$ cat src/rtl/vga_timing_pkg.sv
// Shared VGA timing constants, position type and decode helpers.
// Default values describe the 640x480 @ 60 Hz mode.
package vga_timing_pkg;

    // Width of every position counter and of the frame counter.
    localparam int unsigned POS_W = 10;
    localparam int unsigned POS_LIMIT = 1 << POS_W;

    typedef logic [POS_W-1:0] pos_t;

    // Horizontal timing, in pixel ticks.
    localparam int unsigned H_DISPLAY_DEF = 640;
    localparam int unsigned H_FRONT_DEF = 16;
    localparam int unsigned H_SYNC_DEF = 96;
    localparam int unsigned H_BACK_DEF = 48;

    // Vertical timing, in lines.
    localparam int unsigned V_DISPLAY_DEF = 480;
    localparam int unsigned V_FRONT_DEF = 10;
    localparam int unsigned V_SYNC_DEF = 2;
    localparam int unsigned V_BACK_DEF = 33;

    // True when p < lim, compared in 32 bits so lim may be POS_LIMIT.
    function automatic logic below(input pos_t p, input int unsigned lim);
        return 32'(p) < lim;
    endfunction

    // True when lo <= p < hi.
    function automatic logic in_window(
        input pos_t        p,
        input int unsigned lo,
        input int unsigned hi
    );
        return !below(p, lo) && below(p, hi);
    endfunction

endpackage

$ cat src/rtl/vga_axis_counter.sv
// Wrap-around position counter for one display axis.
// Ports: clk, rst (sync, active-high), en (advance), pos (current),
//        pos_next (value pos takes at the next edge), wrap (en at last).
module vga_axis_counter
    import vga_timing_pkg::*;
#(
    parameter int unsigned PERIOD = 800
) (
    input  logic clk,
    input  logic rst,
    input  logic en,
    output pos_t pos,
    output pos_t pos_next,
    output logic wrap
);

    if (PERIOD < 2 || PERIOD > POS_LIMIT) begin : g_bad_period
        $error("vga_axis_counter: PERIOD must be within 2..1024");
    end

    localparam pos_t LAST = pos_t'(PERIOD - 1);

    pos_t cnt_q;
    pos_t cnt_d;
    logic wrap_c;

    always_comb begin
        wrap_c = en && (cnt_q == LAST);
        cnt_d = cnt_q;
        if (en) begin
            cnt_d = wrap_c ? '0 : cnt_q + pos_t'(1);
        end
    end

    // Reset parks the counter on its last value so the first enabled
    // tick after reset lands exactly on position 0.
    always_ff @(posedge clk) begin
        if (rst) begin
            cnt_q <= LAST;
        end else begin
            cnt_q <= cnt_d;
        end
    end

    assign pos = cnt_q;
    assign pos_next = cnt_d;
    assign wrap = wrap_c;

endmodule

$ cat src/rtl/vga_timing_gen.sv
// VGA raster timing generator: pixel/line counters plus registered sync,
// visible and start-of-line/frame strobes, and a 10-bit frame counter.
// Ports: clk, rst (sync, active-high), pix_en (pixel tick),
//        hpos/vpos (position), hsync/vsync, visible,
//        line_start/frame_start (1-clk pulses), frame_count.
module vga_timing_gen
    import vga_timing_pkg::*;
#(
    parameter int unsigned H_DISPLAY = H_DISPLAY_DEF,
    parameter int unsigned H_FRONT = H_FRONT_DEF,
    parameter int unsigned H_SYNC = H_SYNC_DEF,
    parameter int unsigned H_BACK = H_BACK_DEF,
    parameter int unsigned V_DISPLAY = V_DISPLAY_DEF,
    parameter int unsigned V_FRONT = V_FRONT_DEF,
    parameter int unsigned V_SYNC = V_SYNC_DEF,
    parameter int unsigned V_BACK = V_BACK_DEF,
    parameter bit          H_SYNC_POL = 1'b0,
    parameter bit          V_SYNC_POL = 1'b0
) (
    input  logic             clk,
    input  logic             rst,
    input  logic             pix_en,
    output logic [POS_W-1:0] hpos,
    output logic [POS_W-1:0] vpos,
    output logic             hsync,
    output logic             vsync,
    output logic             visible,
    output logic             line_start,
    output logic             frame_start,
    output logic [POS_W-1:0] frame_count
);

    localparam int unsigned H_TOTAL = H_DISPLAY + H_FRONT + H_SYNC + H_BACK;
    localparam int unsigned V_TOTAL = V_DISPLAY + V_FRONT + V_SYNC + V_BACK;
    localparam int unsigned HS_LO = H_DISPLAY + H_FRONT;
    localparam int unsigned HS_HI = HS_LO + H_SYNC;
    localparam int unsigned VS_LO = V_DISPLAY + V_FRONT;
    localparam int unsigned VS_HI = VS_LO + V_SYNC;

    if (H_TOTAL > POS_LIMIT) begin : g_bad_h_total
        $error("vga_timing_gen: H_TOTAL exceeds 1024");
    end
    if (V_TOTAL > POS_LIMIT) begin : g_bad_v_total
        $error("vga_timing_gen: V_TOTAL exceeds 1024");
    end

    pos_t h_pos;
    pos_t h_next;
    logic h_wrap;
    pos_t v_pos;
    pos_t v_next;
    logic v_wrap;

    // The vertical counter is enabled only by the horizontal wrap, so
    // its own wrap already implies pix_en and the last column.
    vga_axis_counter #(
        .PERIOD(H_TOTAL)
    ) u_h_cnt (
        .clk     (clk),
        .rst     (rst),
        .en      (pix_en),
        .pos     (h_pos),
        .pos_next(h_next),
        .wrap    (h_wrap)
    );

    vga_axis_counter #(
        .PERIOD(V_TOTAL)
    ) u_v_cnt (
        .clk     (clk),
        .rst     (rst),
        .en      (h_wrap),
        .pos     (v_pos),
        .pos_next(v_next),
        .wrap    (v_wrap)
    );

    logic hsync_q;
    logic hsync_d;
    logic vsync_q;
    logic vsync_d;
    logic visible_q;
    logic visible_d;
    logic line_start_q;
    logic line_start_d;
    logic frame_start_q;
    logic frame_start_d;
    pos_t frame_count_q;
    pos_t frame_count_d;

    // Decode from the counters' next values so the registered flags line
    // up with hpos/vpos in the same cycle. When pix_en is low the next
    // values equal the current ones, so the flags hold naturally.
    always_comb begin
        hsync_d = in_window(h_next, HS_LO, HS_HI) ? H_SYNC_POL : ~H_SYNC_POL;
        vsync_d = in_window(v_next, VS_LO, VS_HI) ? V_SYNC_POL : ~V_SYNC_POL;
        visible_d = below(h_next, H_DISPLAY) && below(v_next, V_DISPLAY);
        line_start_d = h_wrap;
        frame_start_d = h_wrap && v_wrap;
        frame_count_d = frame_count_q;
        if (frame_start_d) begin
            frame_count_d = frame_count_q + pos_t'(1);
        end
    end

    // Frame counter resets to all-ones so the first frame reads as 0.
    always_ff @(posedge clk) begin
        if (rst) begin
            hsync_q <= ~H_SYNC_POL;
            vsync_q <= ~V_SYNC_POL;
            visible_q <= 1'b0;
            line_start_q <= 1'b0;
            frame_start_q <= 1'b0;
            frame_count_q <= '1;
        end else begin
            hsync_q <= hsync_d;
            vsync_q <= vsync_d;
            visible_q <= visible_d;
            line_start_q <= line_start_d;
            frame_start_q <= frame_start_d;
            frame_count_q <= frame_count_d;
        end
    end

    assign hpos = h_pos;
    assign vpos = v_pos;
    assign hsync = hsync_q;
    assign vsync = vsync_q;
    assign visible = visible_q;
    assign line_start = line_start_q;
    assign frame_start = frame_start_q;
    assign frame_count = frame_count_q;

endmodule

$ cat config.mk
export PLATFORM = sky130hd
export DESIGN_NAME = vga_timing_gen
export DESIGN_NICKNAME = d
export VERILOG_FILES = /design/src/rtl/vga_timing_pkg.sv /design/src/rtl/vga_axis_counter.sv /design/src/rtl/vga_timing_gen.sv
export SDC_FILE = /design/constraint.sdc
export NUM_CORES = 1
export LEC_CHECK = 0
export CELL_PAD_IN_SITES_DETAIL_PLACEMENT = 1
export CELL_PAD_IN_SITES_GLOBAL_PLACEMENT = 1
export CORE_AREA = 8 8 79 81
export DETAILED_ROUTE_END_ITERATION = 16
export DIE_AREA = 0 0 87 89
export GPL_ROUTABILITY_DRIVEN = 0
export PLACE_DENSITY_LB_ADDON = 0.25
export SYNTH_ARGS = -nofsm -noshare
export SYNTH_HDL_FRONTEND = slang
export SYNTH_SLANG_ARGS = --single-unit
$ cat constraint.sdc
create_clock -name clk -period 2.4 [get_ports clk]
set_input_delay 0.24 -clock clk [delete_from_list [all_inputs] [get_ports clk]]
set_output_delay 0.24 -clock clk [all_outputs]
set_load 0.03 [all_outputs]
==> flow_metrics.py <==
metrics = {
    "outcome": {
        "status": "completed",
    },
    "clock_tree": {
        "cts_buffers": 5,
        "post_cts.repair.setup_buffers": 0,
        "cts.clk_slew.worst_paths_ns": 0.07,
        "clock_sinks": 35,
        "insertion_delay_ns": 0.29,
        "root_buffer": "clkbuf_8",
        "cts_max_level": 2,
        "cts_tree": "yes",
        "clockBufferDepth": 2,
    },
    "layout": {
        "area_growth_pct": 33.19,
        "stdcell_area_um2": 2400,
        "fin_nets": 263,
        "final_cell_mix": "clkdlybuf4s50_1 (37), dfxtp_1 (35), buf_4 (17)",
        "antenna_cells": 0,
        "utilization": 0.4822,
        "drive_above_1_share": 0.1289,
        "fill_cells": 604,
        "final_common_cell": "clkdlybuf4s50_1",
    },
    "pwr": {
        "power.leakage_nw": 0.9558,
        "p_per_area_nw_per_um2": 829.6,
        "ir_drop_mv": 0.4088,
    },
    "setup_path": {
        "cp_max_fo": 11,
        "endpoint": "frame_count[8]",
        "crit_family": "simple AND/OR/NAND/NOR gates",
        "rr_worst_depth": 6,
        "path_depth": 6,
        "cp_slowest_cell": "or3_1",
        "crit_type": "reg -> reg",
        "max_stage_delay_ns": 0.43,
        "r2r_end": "frame_count[8]",
        "timing.rr.start": "u_h_cnt.pos[1]",
        "crit_start": "u_h_cnt.pos[1]",
        "critPathBufInv": 0,
        "critical_path_arrival_ns": 2.45,
        "cp-end-kind": "register",
        "path_cells": "ha_1, and4_1, and4_2, nand4_1, or3_1, nand3_1",
        "r2r_slack_ns": 0.19,
        "crit_required_ns": 2.63,
        "cp-start-kind": "register",
    },
    "sta": {
        "worst_slew_pin_slew_ns": 0.4973,
        "tns_ns": 0,
        "clock_skew_ns": 0.004919,
        "hold_ws_ns": 0.5335,
        "min_period_ns": 2.212,
        "final-setup-viol-count": 0,
        "setup_slack_ns": 0.1882,
        "fin_crit_sh": 0.9216,
        "slew_viol_final": 0,
        "hold_viol": 0,
        "rsz0062_at_grt": "false",
        "fmax_mhz": 452.1,
        "slew_headroom": 0.6649,
    },
    "synth": {
        "seq_area_frac_synth": 0.3889,
        "synthArstFlopShare": 0,
        "yosysTopAreaCellShare": 0.3889,
        "synthesis.nets": 217,
        "ys_types": 54,
        "synth_cells": 210,
        "synth-warning-count": 0,
        "synth_edf_count": 0,
        "synth.cell_area_um2": 1802,
        "synth-main-ff-cell": "dfxtp_1",
        "yosys-top-cells-area": "dfxtp_1 (39%), nand4_1 (4.5%), nand3_1 (4.4%)",
        "ys_ff_latch": 35,
        "synth_top_area_cell": "dfxtp_1",
        "avgSynthCellArea_um2": 8.580,
    },
    "die": {
        "floorplan.die_area_um2": 7743,
        "fp.coreArea_um2": 4977,
        "start_util": 0.3620,
        "fp-row-count": 26,
        "pin_count": 38,
        "die_w_um": 87,
        "fp.dieH_um": 89,
    },
    "detailed_routing": {
        "drt_wl_total_mm": 5.145,
        "viasPerCell": 5.273,
        "antenna_left": 0,
        "drc": 0,
        "vias": 1719,
        "drtIter0Drc": 50,
        "wl_per_cell_um": 15.78,
        "dr.pass1.iters": 4,
    },
    "global_route": {
        "grt_pass1_vias": 1725,
        "antenna_found_initial": 0,
        "overflow": 0,
        "grt_pass1_wl_mm": 8.404,
        "grtUsageTotal": 0.1372,
        "grt_max_degree": 14,
    },
    "place": {
        "io_buffers": 37,
        "dp.final_hpwl_mm": 3.842,
        "dp_slack_ns": 0.04257,
        "placed_area_um2": 2311,
    },
    "min_path": {
        "hp-class": "reg -> reg",
        "hp-start": "frame_count[8]",
    },
    "run": {
        "cap_viol_max_count": 0,
    },
}
state kept, by name (all words and copies together), names as in the netlist:
signal,cells
frame_count,10
u_h_cnt.pos,10
u_v_cnt.pos,10
frame_start,1
hsync,1
line_start,1
visible,1
vsync,1
layer usage:
metal / part of all wire / track usage / vias up
met1: 0.48 / 0.1653 / 826
met3: 0.037 / 0.03309 / 7
met2: 0.47 / 0.2283 / 28
met4: 0.015 / 0.05790 / 0
met5: 0 / 0 / -
li1: - / - / 858
worst register-to-register path: stages, from the launching register on:
cell and delay, ns:
dfxtp_1 0.40, ha_1 0.22, and4_1 0.32, and4_2 0.41, nand4_1 0.29, or3_1 0.43
nand3_1 0.08
cells by family after synthesis:
kind of cell,Yosys count,share of synthesized area
simple gates,102,0.3257
fa+ha+maj,4,0.02778
flops,35,0.3889
buf+inv,21,0.05486
mux,4,0.02292
xor+xnor,11,0.05347
compound gates,33,0.1264
synth_stat cells (all sizes together), types with 2 or more instances:
cell	count
nor4b	3
or2	2
dfxtp	35
xor2	4
clkbuf	6
o21ai	11
nor3	12
nand2	16
o211ai	3
and4	2
and3	6
a21o	3
inv	6
and2	4
xnor2	7
nand4	13
nand2b	3
a31oi	2
a211oi	3
ha	4
buf	9
nor2	11
or3	6
nand3	16
mux2i	3
area by class of cell:
cell class                      instances  area [um^2]  area share
Sequential cell                        35        700.7      0.2920
Clock buffer                            6        82.58     0.03441
Clock inverter                          1        5.005    0.002086
Multi-Input combinational cell        154         1003      0.4181
Inverter                                6        22.52    0.009385
Timing Repair Buffer                   54        498.0      0.2075
Tap cell                               70        87.58     0.03650
worst min-delay path by stage:
stage / to / cells past startpoint
2_1_floorplan: u_h_cnt.pos[1] / 2
3_3_place_gp: frame_count[1] / 2
3_5_place_dp: frame_count[1] / 2
4_1_cts: frame_count[1] / 2
5_1_grt: frame_count[1] / 2
6_report: frame_count[8] / 2
per-stage QoR:
stage	std cells	power (W)
2_1_floorplan	210	0.001252
3_3_place_gp	319	0.001552
3_5_place_dp	319	0.001569
4_1_cts	326	0.002014
5_1_grt	326	0.002111
6_report	326	0.001991
power breakdown:
part           total (W)  internal, W  switching [W]
combinational   0.000819     0.000353       0.000466
clock           0.000439     0.000225       0.000214
sequential      0.000733     0.000654      0.0000785
timing repair:
action	in CTS	in global routing
endpoints found under the setup margin	0	6
hold buffers	0	0
endpoints found under the hold margin	0	0
resized for setup	0	1
Power figures use the tool's default switching activity.
==> RTL edit (same flow settings) <==
`H_SYNC_POL`: 1'b0 -> 1'b1.
--- a/src/rtl/vga_timing_gen.sv
+++ b/src/rtl/vga_timing_gen.sv
@@ -16,3 +16,3 @@
     parameter int unsigned V_BACK = V_BACK_DEF,
-    parameter bit          H_SYNC_POL = 1'b0,
+    parameter bit          H_SYNC_POL = 1'b1,
     parameter bit          V_SYNC_POL = 1'b0
Behaviour: not the same (a bounded check fails within 4 cycles, from zero or initial values and one cycle with rst high).
==> RTL edit against the unedited design <==
Synthesized area rose by 0.42%. Worst setup slack lost 0.029 ns. Routed wire length up 0.78%. Die area did not move. Critical path depth rose by 1. Sequential cell count stayed put. Final area rose by 1.0%. Power grew 46%. Core utilization up 0.50 points. Synthesized cell count down 0.95%.
==> RTL edit: results (changes against the unedited design) <==
- Status: finished clean
- Iteration-0 DRC Markers: 49 (-2.0%)
- Setup Skew: 0.003646 ns (-0.001273 ns)
- Number of global-route vias before repair: 1769 (+2.6%)
- Met2 Track Usage GR: 0.2339 (+0.005552)
- Mean Syn Cell Area: 8.698 um2 (+1.4%)
- Largest driver fanout on the critical path: 8 (-3)
- Sequential cell power: 0.895 mW (+22%)
- Hpwl dp: 3964 um (+3.2%)
- Area post-placement: 2306 um2 (-0.22%)
- Crit share post-route: 0.9335 (+0.01190)
- Hold slack: 0.5052 ns (-0.02826 ns)
- First-pass GRT wire length: 8804 um (+4.8%)
- Endpoint of the worst hold path: frame_count[9]$_SDFFE_PP1P_
- Most used standard cells in the synthesized netlist: sky130_fd_sc_hd__dfxtp_1, sky130_fd_sc_hd__nand2_1, sky130_fd_sc_hd__nor3_1
- Metal3 WL: 204 um (+7.9%)
- Met2 routed wirelength: 2451 um (+2.0%)
- Post-Route WL: 5185 um (+0.78%)
- Average wire per cell in the routed design: 15.81 um (+0.16%)
- Library cells used by synthesis: 47 (-13%)
- Combined global-route utilization of all metal layers: 0.1452 (+0.008007)
- Slew at the pin closest to its max-slew limit: 0.3761 ns (-0.1213 ns)
- Most area-consuming cells after synthesis: sky130_fd_sc_hd__dfxtp_1, sky130_fd_sc_hd__nand2_1, sky130_fd_sc_hd__xor2_1
- Crit path arrival time: 2.40 ns (-0.05 ns)
- GR Layer Usage met3: 0.03952 (+0.006434)
- Final Net Count: 264 (+0.38%)
- Global routing met1 resource utilization: 0.1828 (+0.01747)
- Proportion of layout cells with a drive suffix above 1: 0.1434 (+0.01450)
## RTL edit: changes by cell type after synthesis, sizes merged, moves of 3 or more
cell | unedited run | this run
nand2b | 3 | 0
nor3 | 12 | 17
nand2 | 16 | 29
or3 | 6 | 1
xor2 | 4 | 12
nor4 | 1 | 4
and3 | 6 | 2
a21oi | 1 | 4
nor2 | 11 | 14
buf | 9 | 5
o211ai | 3 | 0
nand3 | 16 | 13
## RTL edit: final cells by class
type	count	area, um2
clock buffers	8	100.1
multi-input cells	159	1040
inverters	5	18.77
fillers	605	2552
well taps	70	87.58
flip-flops and latches	35	703.2
repair buffers	51	475.5
## RTL edit: repair_timing
item,4_1_cts,5_1_grt
buffers inserted,0,1
gates resized for setup,0,4
endpoints found under the setup margin,0,3
## RTL edit: cells by family after synthesis
logic type	share of synthesized area
XOR/XNOR	0.09198
multiplexers	0.02213
adder cells (fa/ha/maj)	0.02766
AO/OA/AOI/OAI	0.08991
buffers and inverters	0.04287
flip-flops	0.3873
AND/OR/NAND/NOR	0.3382
